## config.mk

```make
export PLATFORM = sky130hd
export DESIGN_NAME = jtag_seq_packer
export DESIGN_NICKNAME = d
export VERILOG_FILES = /design/src/rtl/jtag_seq_packer.sv
export SDC_FILE = /design/constraint.sdc
export NUM_CORES = 1
export LEC_CHECK = 0
export CAP_MARGIN = 15
export CORE_ASPECT_RATIO = 0.7
export CORE_UTILIZATION = 35
export DETAILED_ROUTE_END_ITERATION = 8
export GPL_TIMING_DRIVEN = 0
export PLACE_DENSITY_LB_ADDON = 0.08
export SLEW_MARGIN = 5
export SYNTH_ARGS = -nofsm -noshare
export SYNTH_HDL_FRONTEND = slang
export SYNTH_SLANG_ARGS = --single-unit
```

## constraint.sdc

```tcl
create_clock -name clk -period 8.95 [get_ports clk]
set_input_delay 1.3425 -clock clk [delete_from_list [all_inputs] [get_ports clk]]
set_output_delay 1.3425 -clock clk [all_outputs]
set_load 0.02 [all_outputs]
```

## src/rtl/jtag_seq_packer.sv

```systemverilog
`default_nettype none
// ============================================================================
// Module   : jtag_seq_packer
// Purpose  : Upstream stage of the JTAG controller. Parses the MCU byte
//            stream into 32-bit sequence entries and buffers them in a
//            first-word-fall-through FIFO that feeds the controller read port.
//            STORE headers are followed by raw data triplets that are passed
//            through as data entries and never decoded as headers.
// Ports    :
//   clk              system clock (posedge)
//   rst              asynchronous active-low reset
//   abort            synchronous clear of parser, FIFO and error flag
//   cmd_data/valid   host byte stream, accepted when cmd_valid && cmd_ready
//   cmd_ready        !full && !abort (held low while in reset)
//   out_seq_*        head entry of the FIFO (all zero while empty)
//   out_seq_re       pop the head entry
//   fifo_level       number of buffered entries
//   proto_err        sticky: undefined command code seen
// Revision : 1.0 - initial release
// ============================================================================
module jtag_seq_packer #(
    parameter int DEPTH_LOG2 = 4
) (
    input  logic                  clk,
    input  logic                  rst,
    input  logic                  abort,
    input  logic [7:0]            cmd_data,
    input  logic                  cmd_valid,
    output logic                  cmd_ready,
    output logic                  out_seq_empty,
    output logic [4:0]            out_seq_command,
    output logic [2:0]            out_seq_bits,
    output logic [7:0]            out_seq_tms,
    output logic [7:0]            out_seq_tdi,
    output logic [7:0]            out_seq_read,
    input  logic                  out_seq_re,
    output logic [DEPTH_LOG2:0]   fifo_level,
    output logic                  proto_err
);

    // Command codes shared with the controller.
    localparam logic [4:0] C_CMD_WR      = 5'h01;
    localparam logic [4:0] C_CMD_STORE   = 5'h02;
    localparam logic [4:0] C_CMD_EXECUTE = 5'h03;
    localparam logic [4:0] C_CMD_FLUSH   = 5'h04;

    localparam int               C_DEPTH      = 1 << DEPTH_LOG2;
    localparam logic [DEPTH_LOG2:0] C_FULL_LEVEL = (DEPTH_LOG2 + 1)'(C_DEPTH);

    typedef enum logic [3:0] {
        S_HDR  = 4'd0,
        S_TMS  = 4'd1,
        S_TDI  = 4'd2,
        S_RD   = 4'd3,
        S_LEN0 = 4'd4,
        S_LEN1 = 4'd5,
        S_DTMS = 4'd6,
        S_DTDI = 4'd7,
        S_DRD  = 4'd8
    } state_t;

    // ------------------------------------------------------------------
    // Parser state
    // ------------------------------------------------------------------
    state_t      state_q, state_d;
    logic [2:0]  bits_q,  bits_d;
    logic [7:0]  tms_q,   tms_d;
    logic [7:0]  tdi_q,   tdi_d;
    logic [12:0] words_q, words_d;
    logic        perr_q,  perr_d;

    logic        w_accept;
    logic        w_push;
    logic [31:0] w_entry;
    logic [12:0] w_len;
    logic        w_full;
    logic        w_empty;
    logic        w_pop;

    assign cmd_ready = rst & ~w_full & ~abort;
    assign w_accept  = cmd_valid & cmd_ready;

    // Payload triplet count: length in bits rounded up to whole bytes,
    // wraps silently at 13 bits.
    assign w_len = {cmd_data, tms_q[7:3]} + {12'd0, (tms_q[2:0] != 3'd0)};

    always_comb begin
        state_d = state_q;
        bits_d  = bits_q;
        tms_d   = tms_q;
        tdi_d   = tdi_q;
        words_d = words_q;
        perr_d  = perr_q;
        w_push  = 1'b0;
        w_entry = 32'd0;
        if (w_accept) begin
            case (state_q)
                S_HDR: begin
                    bits_d = cmd_data[2:0];
                    case (cmd_data[7:3])
                        C_CMD_WR:    state_d = S_TMS;
                        C_CMD_STORE: state_d = S_LEN0;
                        C_CMD_EXECUTE, C_CMD_FLUSH: begin
                            w_push  = 1'b1;
                            w_entry = {cmd_data, 24'd0};
                        end
                        default:     perr_d = 1'b1;
                    endcase
                end
                S_TMS: begin
                    tms_d   = cmd_data;
                    state_d = S_TDI;
                end
                S_TDI: begin
                    tdi_d   = cmd_data;
                    state_d = S_RD;
                end
                S_RD: begin
                    w_push  = 1'b1;
                    w_entry = {C_CMD_WR, bits_q, tms_q, tdi_q, cmd_data};
                    state_d = S_HDR;
                end
                S_LEN0: begin
                    tms_d   = cmd_data;
                    state_d = S_LEN1;
                end
                S_LEN1: begin
                    tdi_d   = cmd_data;
                    w_push  = 1'b1;
                    w_entry = {C_CMD_STORE, bits_q, tms_q, cmd_data, 8'h00};
                    words_d = w_len;
                    state_d = (w_len == 13'd0) ? S_HDR : S_DTMS;
                end
                S_DTMS: begin
                    tms_d   = cmd_data;
                    state_d = S_DTDI;
                end
                S_DTDI: begin
                    tdi_d   = cmd_data;
                    state_d = S_DRD;
                end
                S_DRD: begin
                    w_push  = 1'b1;
                    w_entry = {C_CMD_STORE, 3'd0, tms_q, tdi_q, cmd_data};
                    words_d = words_q - 13'd1;
                    state_d = (words_q == 13'd1) ? S_HDR : S_DTMS;
                end
                default: state_d = S_HDR;
            endcase
        end
    end

    always_ff @(posedge clk or negedge rst) begin
        if (!rst) begin
            state_q <= S_HDR;
            bits_q  <= 3'd0;
            tms_q   <= 8'd0;
            tdi_q   <= 8'd0;
            words_q <= 13'd0;
            perr_q  <= 1'b0;
        end else if (abort) begin
            state_q <= S_HDR;
            bits_q  <= 3'd0;
            tms_q   <= 8'd0;
            tdi_q   <= 8'd0;
            words_q <= 13'd0;
            perr_q  <= 1'b0;
        end else begin
            state_q <= state_d;
            bits_q  <= bits_d;
            tms_q   <= tms_d;
            tdi_q   <= tdi_d;
            words_q <= words_d;
            perr_q  <= perr_d;
        end
    end

    assign proto_err = perr_q;

    // ------------------------------------------------------------------
    // FWFT FIFO: the head is read combinationally from the array, so an
    // entry written at one edge is visible right after it.
    // ------------------------------------------------------------------
    logic [31:0]           mem_q [C_DEPTH];
    logic [DEPTH_LOG2-1:0] wr_ptr_q, rd_ptr_q;
    logic [DEPTH_LOG2:0]   level_q;
    logic [31:0]           w_head;

    assign w_full  = (level_q == C_FULL_LEVEL);
    assign w_empty = (level_q == '0);
    assign w_pop   = out_seq_re & ~w_empty;

    always_ff @(posedge clk) begin
        if (w_push && !abort) begin
            mem_q[wr_ptr_q] <= w_entry;
        end
    end

    always_ff @(posedge clk or negedge rst) begin
        if (!rst) begin
            wr_ptr_q <= '0;
            rd_ptr_q <= '0;
            level_q  <= '0;
        end else if (abort) begin
            wr_ptr_q <= '0;
            rd_ptr_q <= '0;
            level_q  <= '0;
        end else begin
            if (w_push) begin
                wr_ptr_q <= wr_ptr_q + 1'b1;
            end
            if (w_pop) begin
                rd_ptr_q <= rd_ptr_q + 1'b1;
            end
            case ({w_push, w_pop})
                2'b10:   level_q <= level_q + 1'b1;
                2'b01:   level_q <= level_q - 1'b1;
                default: level_q <= level_q;
            endcase
        end
    end

    assign w_head          = w_empty ? 32'd0 : mem_q[rd_ptr_q];
    assign out_seq_empty   = w_empty;
    assign out_seq_command = w_head[31:27];
    assign out_seq_bits    = w_head[26:24];
    assign out_seq_tms     = w_head[23:16];
    assign out_seq_tdi     = w_head[15:8];
    assign out_seq_read    = w_head[7:0];
    assign fifo_level      = level_q;

endmodule
`default_nettype wire

```

==> results of run 1 <==
-- flip-flops by register name (all words and copies together), names as in the netlist --
register / count
bits_q: 3
rd_ptr_q: 4
tms_q: 8
state_q: 4
fifo_level: 5
proto_err: 1
mem_q: 512
tdi_q: 8
wr_ptr_q: 4
words_q: 13
-- routing by layer --
layer / wire, µm / global-route usage (%)
met4: 741 / 3.40
met5: 26 / 0
met3: 2780 / 2.91
met2: 28000 / 29.0
met1: 29800 / 28.6
-- kinds of logic (layout without fill, tap and decap cells) --
logic type,Yosys count,in the layout
fa+ha+maj,13,13
simple gates,232,232
flops,562,562
other cells,1,33
mux,186,186
xor+xnor,21,21
buf+inv,83,261
compound gates,98,98
-- cell usage after synthesis (2+ instances only) --
master | instances | area [µm²]
nand3_1 | 11 | 55.1
inv_1 | 17 | 63.8
a31oi_1 | 7 | 43.8
a211oi_1 | 2 | 15.0
clkbuf_1 | 46 | 173
or4_1 | 2 | 15.0
xnor2_1 | 9 | 78.8
or3_1 | 10 | 62.6
nor2b_1 | 42 | 263
a21oi_1 | 27 | 135
nand2_1 | 29 | 109
a22oi_1 | 11 | 82.6
and3_1 | 7 | 43.8
nand4_1 | 7 | 43.8
or3b_2 | 2 | 17.5
edfxtp_1 | 512 | 15400
nor4_1 | 4 | 25.0
mux2i_1 | 10 | 100
nand3b_1 | 4 | 30.0
nor2_1 | 62 | 233
nor3_1 | 12 | 60.1
buf_1 | 9 | 33.8
and2_1 | 29 | 181
xor2_1 | 11 | 96.3
nand2b_1 | 2 | 12.5
o21ai_0 | 35 | 175
o31ai_1 | 3 | 22.5
nor3b_1 | 3 | 22.5
mux2_2 | 16 | 180
mux4_2 | 160 | 3600
ha_1 | 12 | 150
dfrtp_1 | 50 | 1250
a21o_1 | 2 | 15.0
buf_2 | 10 | 50.1
-- layout make-up --
type / count / area share [%]
Sequential cell: 562 / 61.6
Multi-Input combinational cell: 582 / 23.1
Clock buffer: 82 / 5.82
Tap cell: 880 / 4.08
Timing Repair Buffer: 74 / 3.37
Buffer: 66 / 0.993
Clock inverter: 22 / 0.719
Inverter: 17 / 0.237
Antenna cell: 1 / 0.00928
-- worst paths after layout --
path / from / end / depth (start not counted)
worst max-delay path: rd_ptr_q[0] / out_seq_command[0] / 8
worst min-delay path: tdi_q[3] / tdi_q[3] / 1
worst max register to register: state_q[1] / fifo_level[4] / 13
worst min register to register: tdi_q[3] / tdi_q[3] / 1
max in group asynchronous: rst / rd_ptr_q[0] / 3
min in group asynchronous: rst / words_q[5] / 1
-- placed cells by master (no fill, tap or decap), types with 12 or more instances in the layout --
cell,n
dfrtp_1,50
buf_12,12
nand2_1,29
nor2_1,62
nor2b_1,42
ha_1,12
mux2_2,16
a21oi_1,27
conb_1,32
o21ai_0,34
edfxtp_1,512
clkdlybuf4s50_1,46
mux4_2,160
clkbuf_1,66
clkbuf_16,57
and2_1,17
inv_1,17
-- critical path, stage by stage (launching register included) --
cell             delay, ns
dfrtp_1               0.37
clkbuf_1              0.18
clkbuf_1              0.53
buf_1                 0.52
buf_8                 0.24
mux4_2                0.52
mux4_2                0.49
nor2b_1               0.21
clkdlybuf4s50_1       0.62
-- power by group through the flow --
| stage | logic, mW | clock network, mW | registers [mW] |
|---|---|---|---|
| after detailed placement | 1.07 | 0 | 2.92 |
| after global routing | 1.14 | 2.46 | 2.87 |
| final | 1.06 | 2.30 | 2.87 |
| after floorplan | 0.621 | 0 | 2.92 |
| after CTS | 1.08 | 2.36 | 2.86 |
| after global placement | 1.04 | 0 | 2.92 |
-- through the flow --
stage                     cell area, µm²  worst slack, ns  instances  utilization [%]  power [mW]
after global routing               27000             3.19       2285             41.6        6.46
after floorplan                    23200             4.87       1227                -        3.54
after global placement             24700             1.08       2154             38.1        3.96
final                              27000             3.33       2286             41.6        6.22
after detailed placement           25100             3.93       2175             38.7        3.99
after CTS                          26900             3.29       2279             41.4        6.30
==> metrics, run 1 <==
outcome=finished clean; post-cts hold buffer count=0; mux share of post-synthesis cell area=16.8%; Die Y-Extent=roughly 220 µm; Simple-Gate Fraction of Synth Area=around 5.3%; dominant synthesized flop cell=edfxtp_1; Sequential Power Share=a little under half; clock slew seen by the registers of the worst setup and hold paths=0.06 ns; wire per inst=approximately 27 µm; clock tree sinks=approximately 560; WHS=0.518 ns; fmax=approximately 0.18 GHz; P&R area growth vs syn=17.0%; all-layer global routing usage=a little under a fifth; DP HPWL=~38000 µm; final hold vios=0; grt ovf=0; Slew headroom=21.9%; Critical Path AT=approximately 4.3 ns; xor-xnor portion of the synthesized cell area=less than 1%; Crit. End Element=output port; core area=~65000 µm²; die footprint=roughly 67000 µm²; post-DR vias/cell=roughly 5.2; clk_lat worst skew=roughly 0.61 ns; Syn Inst Count=between 1k and 1.5k; largest family of logic cells by synthesized area=multiplexers; fill cell count=5759; Post-synth EDFFs=around 510; initial antenna violation count=3; Leak=~8.6 nW; Final ANT Viol Nets=0; Post-CTS Setup Bufs=0; Netlist cell types=55; Starting Density=35.5%; Boundary Pins=53; Site Rows=just under 80; H-tree depth=2; Worst Setup Start Kind=flip-flop; number of remaining DRC errors=0; router iterations before antenna repair=5; switching share of power=~26%; footprint of the multi-input gates=around 6200 µm²; CTS-repair resized insts=0; DIE WIDTH=309 µm; largest net degree at the start of global routing=33; Gate power share=between 15 and 20%; minimum clock period=around 5.6 ns; Synth Area in Compound Gates=under 10%; fin. max-slew vios=0; endpoints failing setup=0; Clock Skew=0.0165 ns; IO buf count=47; synthesized flop and latch total=about 560; Nets=around 1.4k; CTS tree=built; CTS Buffer Depth=3; Post-Synth Adder-Cell Area=less than 1%; Mapped Area=23100 µm²; vias in the first global route=approximately 12k; YS warnings=0; share of cells above drive strength 1=around 23%; WL final=around 60000 µm; Psw=about 1.6 mW; RSZ-0062 raised after global routing=no; pwr dens=around 230 nW/µm²; DR vias=approximately 12k; syn avg cell area=19.3 µm²; Max Cap Viol=0; Tightest Pin Transition=about 1.2 ns; Hold Crit Class=flip-flop to flip-flop; Async SR Flop Fraction=8.90%; Starting DRT DRC Count=between 1k and 1.5k; Clk pwr share=between 30% and 40%; total CTS buffers=56; GPL Wtd Cong=between 0.8 and 0.9; Root Driver=clkbuf_16; CP Class=flip-flop to output port; Worst EP required=7.61 ns; final cycle utilization of the critical path=a little over three fifths; maximum vdd drop=0.106 mV; R2R setup slack=about 5.2 ns; sequential share of the synthesized area=roughly 72%; crit path max fanout=10; Reg area=about 17000 µm²; first-pass GRT wire length=~90000 µm; P_int=about 4.6 mW; setup TNS=0 ns
Power figures use the tool's default switching activity.
==> inputs of run 2 (changes only) <==
==> constraint.sdc (replaced) <==
create_clock -name clk -period 4.5 [get_ports clk]
set_input_delay 0.675 -clock clk [delete_from_list [all_inputs] [get_ports clk]]
set_output_delay 0.675 -clock clk [all_outputs]
set_load 0.02 [all_outputs]
==> metrics, run 2 (same netlist as run 1, synthesis figures left out) <==
final hold vios=0; Critical Path AT=3.68 ns; die footprint=66900 µm²; CP Class=flip-flop to output port; Final Power=12.4 mW; all-layer global routing usage=approximately a fifth; Site Rows=78; grt ovf=0; largest registers=mem_q: 512 flops, words_q: 13 flops; DP HPWL=about 38000 µm; Post-CTS Setup Bufs=0; DIE WIDTH=between 300 and 400 µm; wire per inst=roughly 27 µm; vias in the first global route=between 10k and 15k; R2R depth=13; RSZ-0062 raised after global routing=no; worst slack, placed=about 0.15 ns; core area=64900 µm²; Clock Skew=roughly 0.02 ns; Leak=between 8 and 9 nW; Starting DRT DRC Count=~1.1k; clk_lat worst skew=0.61 ns; Final Core Density=a little over two fifths; Die Y-Extent=217 µm; total CTS buffers=56; Largest Register=mem_q; critical-path cell list=clkbuf_1, clkbuf_4, clkbuf_4, buf_8, mux4_2, mux4_2, nor2b_1, clkdlybuf4s50_1; fmax=between 0.2 and 0.25 GHz; Worst EP required=3.83 ns; CTS Buffer Depth=3; Crit. End Element=output port; Hold Crit Class=input pin to async pin; R2R setup slack=between 0.7 and 0.8 ns; final cycle utilization of the critical path=a little over nine tenths; endpoints failing setup=0; router iterations before antenna repair=5; Final ANT Viol Nets=0; initial antenna violation count=3; CP max-delay cell=clkdlybuf4s50_1; maximum vdd drop=0.211 mV; number of remaining DRC errors=0; commonest non-fill, non-tap cell in the layout=edfxtp_1; RR Endpoint=fifo_level[4]; P&R area growth vs syn=17.2%; Boundary Pins=53; Max Cap Viol=0; Root Driver=clkbuf_16; IO buf count=between 40 and 50; clock tree sinks=roughly 560; final setup margin=0.142 ns; GPL Wtd Cong=0.841; Starting Density=a little over a third; pwr dens=between 400 and 500 nW/µm²; crit path max fanout=10; largest net degree at the start of global routing=33; DR vias=about 12k; Tightest Pin Transition=1.18 ns; CTS tree=built; most frequent cells in the layout=edfxtp_1 (512), mux4_2 (160), nor2_1 (62); worst stage delay on the critical path=0.58 ns; Slew headroom=between 20% and 30%; max reg flops=512; R2R Path Start=state_q[1]; minimum clock period=between 4 and 5 ns; WL final=between 60000 and 70000 µm; share of cells above drive strength 1=about a quarter; clock slew seen by the registers of the worst setup and hold paths=roughly 0.060 ns; Worst Setup Start Kind=flip-flop; outcome=finished clean; first-pass GRT wire length=around 90000 µm; fin. max-slew vios=0; H-tree depth=2; post-DR vias/cell=roughly 5.2; Nets=about 1.4k
## run 2: changes by cell type in the layout (fill, tap and decap cells not counted), sizes merged
cell,previous run,this run
clkdlybuf4s15,0,4
diode,1,2
buf,47,38
clkbuf,129,132
dlygate4sd3,0,1
## run 2: metal layers
layer / global-route usage, % / vias up / share of wire [%]
li1: - / 5141 / -
met1: 28.6 / 6372 / 48
met5: 0 / - / 0.042
met3: 2.91 / 67 / 4.7
met2: 29.0 / 258 / 46
met4: 3.40 / 4 / 1.3
## run 2: final cells by class
type / instances / area (µm²)
diodes: 2 / 5.00
plain buffers: 66 / 337
clock buffers: 82 / 1570
clock inverters: 22 / 194
fillers: 5762 / 37900
inverters: 17 / 63.8
multi-input cells: 582 / 6240
flip-flops and latches: 562 / 16600
well taps: 880 / 1100
repair buffers: 73 / 888
## run 2: timing repair
action	CTS	global route
hold endpoints to repair	6	0
pin swaps	0	0
resized for setup	24	8
hold buffers	1	0
endpoints found under the setup margin	33	30
## run 2: through the flow
| step | area (µm²) | cells | hold WS [ns] | setup TNS [ns] |
|---|---|---|---|---|
| final | 27000 | 2286 | 0.437 | 0 |
| after global routing | 27000 | 2284 | 0.435 | 0 |
| after CTS | 27000 | 2280 | 0.406 | -0.163 |
| after detailed placement | 25100 | 2175 | 0.498 | 0 |
| after global placement | 24700 | 2154 | 0.499 | -1898.93 |
| after floorplan | 23200 | 1227 | 0.379 | 0 |
## run 2: worst max-delay path by stage
stage                            from                 end  slack, ns  cells past startpoint
after CTS                 rd_ptr_q[0]  out_seq_command[0]      -0.03                      8
after global placement            rst        mem_q[0][24]      -2.70                      6
after detailed placement  cmd_data[4]       fifo_level[4]       0.15                     13
final                     rd_ptr_q[0]  out_seq_command[0]       0.14                      8
after global routing      rd_ptr_q[0]      out_seq_tdi[4]      0.006                      7
after floorplan           cmd_data[4]       fifo_level[4]       1.09                     12
## run 2: worst max-delay path: cells and delay by family (launching register included)
kind / cells / cell delay (ns)
buf+inv: 5 / 1.49
mux: 2 / 1.01
flops: 1 / 0.37
simple gates: 1 / 0.21
## run 2: where the power goes
group | leakage (nW) | switching, mW | internal, mW | total [mW]
Combinational | 2.40 | 1.17 | 0.938 | 2.11
Clock | 0.866 | 1.99 | 2.59 | 4.57
Sequential | 5.34 | 0.0445 | 5.65 | 5.70
==> inputs of run 3 (changes only) <==
--- a/config.mk
+++ b/config.mk
@@ -6,11 +6,11 @@
 export NUM_CORES = 1
 export LEC_CHECK = 0
 export CAP_MARGIN = 15
-export CORE_ASPECT_RATIO = 0.7
+export CORE_ASPECT_RATIO = 0.5
 export CORE_UTILIZATION = 35
 export DETAILED_ROUTE_END_ITERATION = 8
 export GPL_TIMING_DRIVEN = 0
-export PLACE_DENSITY_LB_ADDON = 0.08
+export PLACE_DENSITY = 0.54
 export SLEW_MARGIN = 5
 export SYNTH_ARGS = -nofsm -noshare
 export SYNTH_HDL_FRONTEND = slang
==> metrics, run 3 (same netlist as run 1, synthesis figures left out) <==
Root Driver=clkbuf_16; pwr dens=between 400 and 500 nW/µm²; crit path max fanout=10; Starting Density=between 30% and 40%; Worst Setup Start Kind=flip-flop; final cycle utilization of the critical path=a little over nine tenths; DIE WIDTH=roughly 360 µm; final hold vios=0; GRT busiest layer=met2; CTS tree=built; Slew headroom=between 20% and 30%; IO buf count=47; met1 usage=a little over a quarter; Boundary Pins=53; share of cells above drive strength 1=between 20 and 25%; critical-path cell list=clkbuf_1, clkbuf_2, clkbuf_4, mux4_2, mux4_2, nor2b_1, clkdlybuf4s50_1; Crit. End Element=output port; initial antenna violation count=0; vias in the first global route=12.6k; max reg flops=slightly above 500; Nets=about 1.4k; endpoints failing setup=0; Largest Register=mem_q; WL final=about 59000 µm; Crit path max-delay family=buffers and inverters; worst stage delay on the critical path=0.56 ns; P&R area growth vs syn=17.3%; first-pass GRT wire length=85800 µm; Worst EP required=~3.8 ns; grt met2 use=around 28%; total CTS buffers=53; largest net degree at the start of global routing=34; footprint of the multi-input gates=6240 µm²; RSZ-0062 raised after global routing=yes; crit path buf inv count=4; CP max-delay cell=clkdlybuf4s50_1; final setup margin=approximately 0.15 ns; clock slew seen by the registers of the worst setup and hold paths=approximately 0.060 ns; Starting DRT DRC Count=between 1k and 1.5k; Reg area=16600 µm²; core area=between 60000 and 70000 µm²; worst slack, placed=-0.0435 ns; Die Y-Extent=183 µm; CTS Buffer Depth=3; Clock Skew=around 0.022 ns; DP HPWL=around 37000 µm; commonest non-fill, non-tap cell in the layout=edfxtp_1; number of diodes=0; H-tree depth=2; Hold Crit Class=input pin to async pin; fmax=0.230 GHz; die footprint=roughly 67000 µm²; most frequent cells in the layout=edfxtp_1 (512), mux4_2 (160), nor2_1 (60); switching share of power=26.0%; grt ovf=0; met3 Usage GRT=2.61%; P_int=~9.0 mW; clock tree sinks=around 560; all-layer global routing usage=between 10% and 20%; Site Rows=66; fin. max-slew vios=0; Max Cap Viol=0; fill cell count=between 5k and 6k; Psw=roughly 3.2 mW; Sequential Power Share=between 40 and 50%; failing checks=design-rule violations; post-DR vias/cell=~5.3; Inst Count DP=between 2k and 2.5k; maximum vdd drop=0.330 mV; Gate power share=roughly 17%; Post-CTS Setup Bufs=0; Layout Cells excl Fill=approximately 2.3k; Tightest Pin Transition=1.08 ns; minimum clock period=~4.4 ns; outcome=finished, violations left; router iterations before antenna repair=7; Clk pwr share=36.3%; Critical Path AT=between 3 and 4 ns; most used cell, CP=mux4_2; CP Class=flip-flop to output port; number of remaining DRC errors=1; WHS=0.0675 ns; wire per inst=around 26 µm; DR vias=roughly 12k; Leak=8.59 nW; largest registers=mem_q: 512 flops, words_q: 13 flops; clk_lat worst skew=just over 0.6 ns; GPL Wtd Cong=between 0.8 and 0.9; Final ANT Viol Nets=0
-- run 3: cell count changes in the layout (fill, tap and decap cells not counted), sizes merged --
cell           previous run  this run
clkdlybuf4s15             4         6
diode                     2         0
clkbuf                  132       111
clkinvlp                  0         2
inv                      18        20
clkinv                   18        29
buf                      38        37
dlygate4sd3               1         0
bufinv                    3         4
-- run 3: worst paths after layout --
path,depth (start not counted),endpoint,slack [ns],start
min reg2reg,1,tdi_q[6],0.51,tdi_q[6]
max reg2reg,7,mem_q[2][22],0.72,state_q[1]
max,7,out_seq_bits[2],0.15,rd_ptr_q[0]
min,1,tms_q[2],0.07,rst
max in group asynchronous,2,words_q[9],3.83,rst
min in group clk,1,tdi_q[6],0.51,tdi_q[6]
-- run 3: stage by stage --
step	setup TNS (ns)	total power [mW]	utilization, %	instance area [µm²]
finish	0	12.1	41.5	27000
global route	-0.00168	12.6	41.5	27000
global placement	-1860.38	7.80	38.0	24700
detailed placement	-2.08	7.86	38.6	25100
CTS	-0.000956	12.3	41.4	26900
floorplan	0	7.04	-	23200
-- run 3: area by class of cell --
class | count | area share (%)
inverter | 17 | 0.236
multi-input combinational | 582 | 23.1
sequential | 562 | 61.5
timing repair buffer | 72 | 3.42
buffer | 66 | 1.31
tap | 884 | 4.09
clock inverter | 38 | 1.27
clock buffer | 62 | 5.07
-- run 3: power by group through the flow --
stage / Combinational (mW) / Clock (mW) / Sequential (mW)
finish: 2.04 / 4.41 / 5.70
CTS: 2.08 / 4.49 / 5.70
global placement: 2.00 / 0 / 5.80
global route: 2.18 / 4.69 / 5.70
detailed placement: 2.05 / 0 / 5.81
floorplan: 1.24 / 0 / 5.81
-- run 3: per-layer routing --
layer	vias to the layer above	wire length [µm]
met5	-	0
met4	0	1060
met3	86	3300
met2	396	27500
met1	6467	27000
li1	5133	-
-- run 3: what timing repair did --
action,CTS,global route
hold buffers,0,0
endpoints found under the setup margin,32,32
resized for setup,32,13
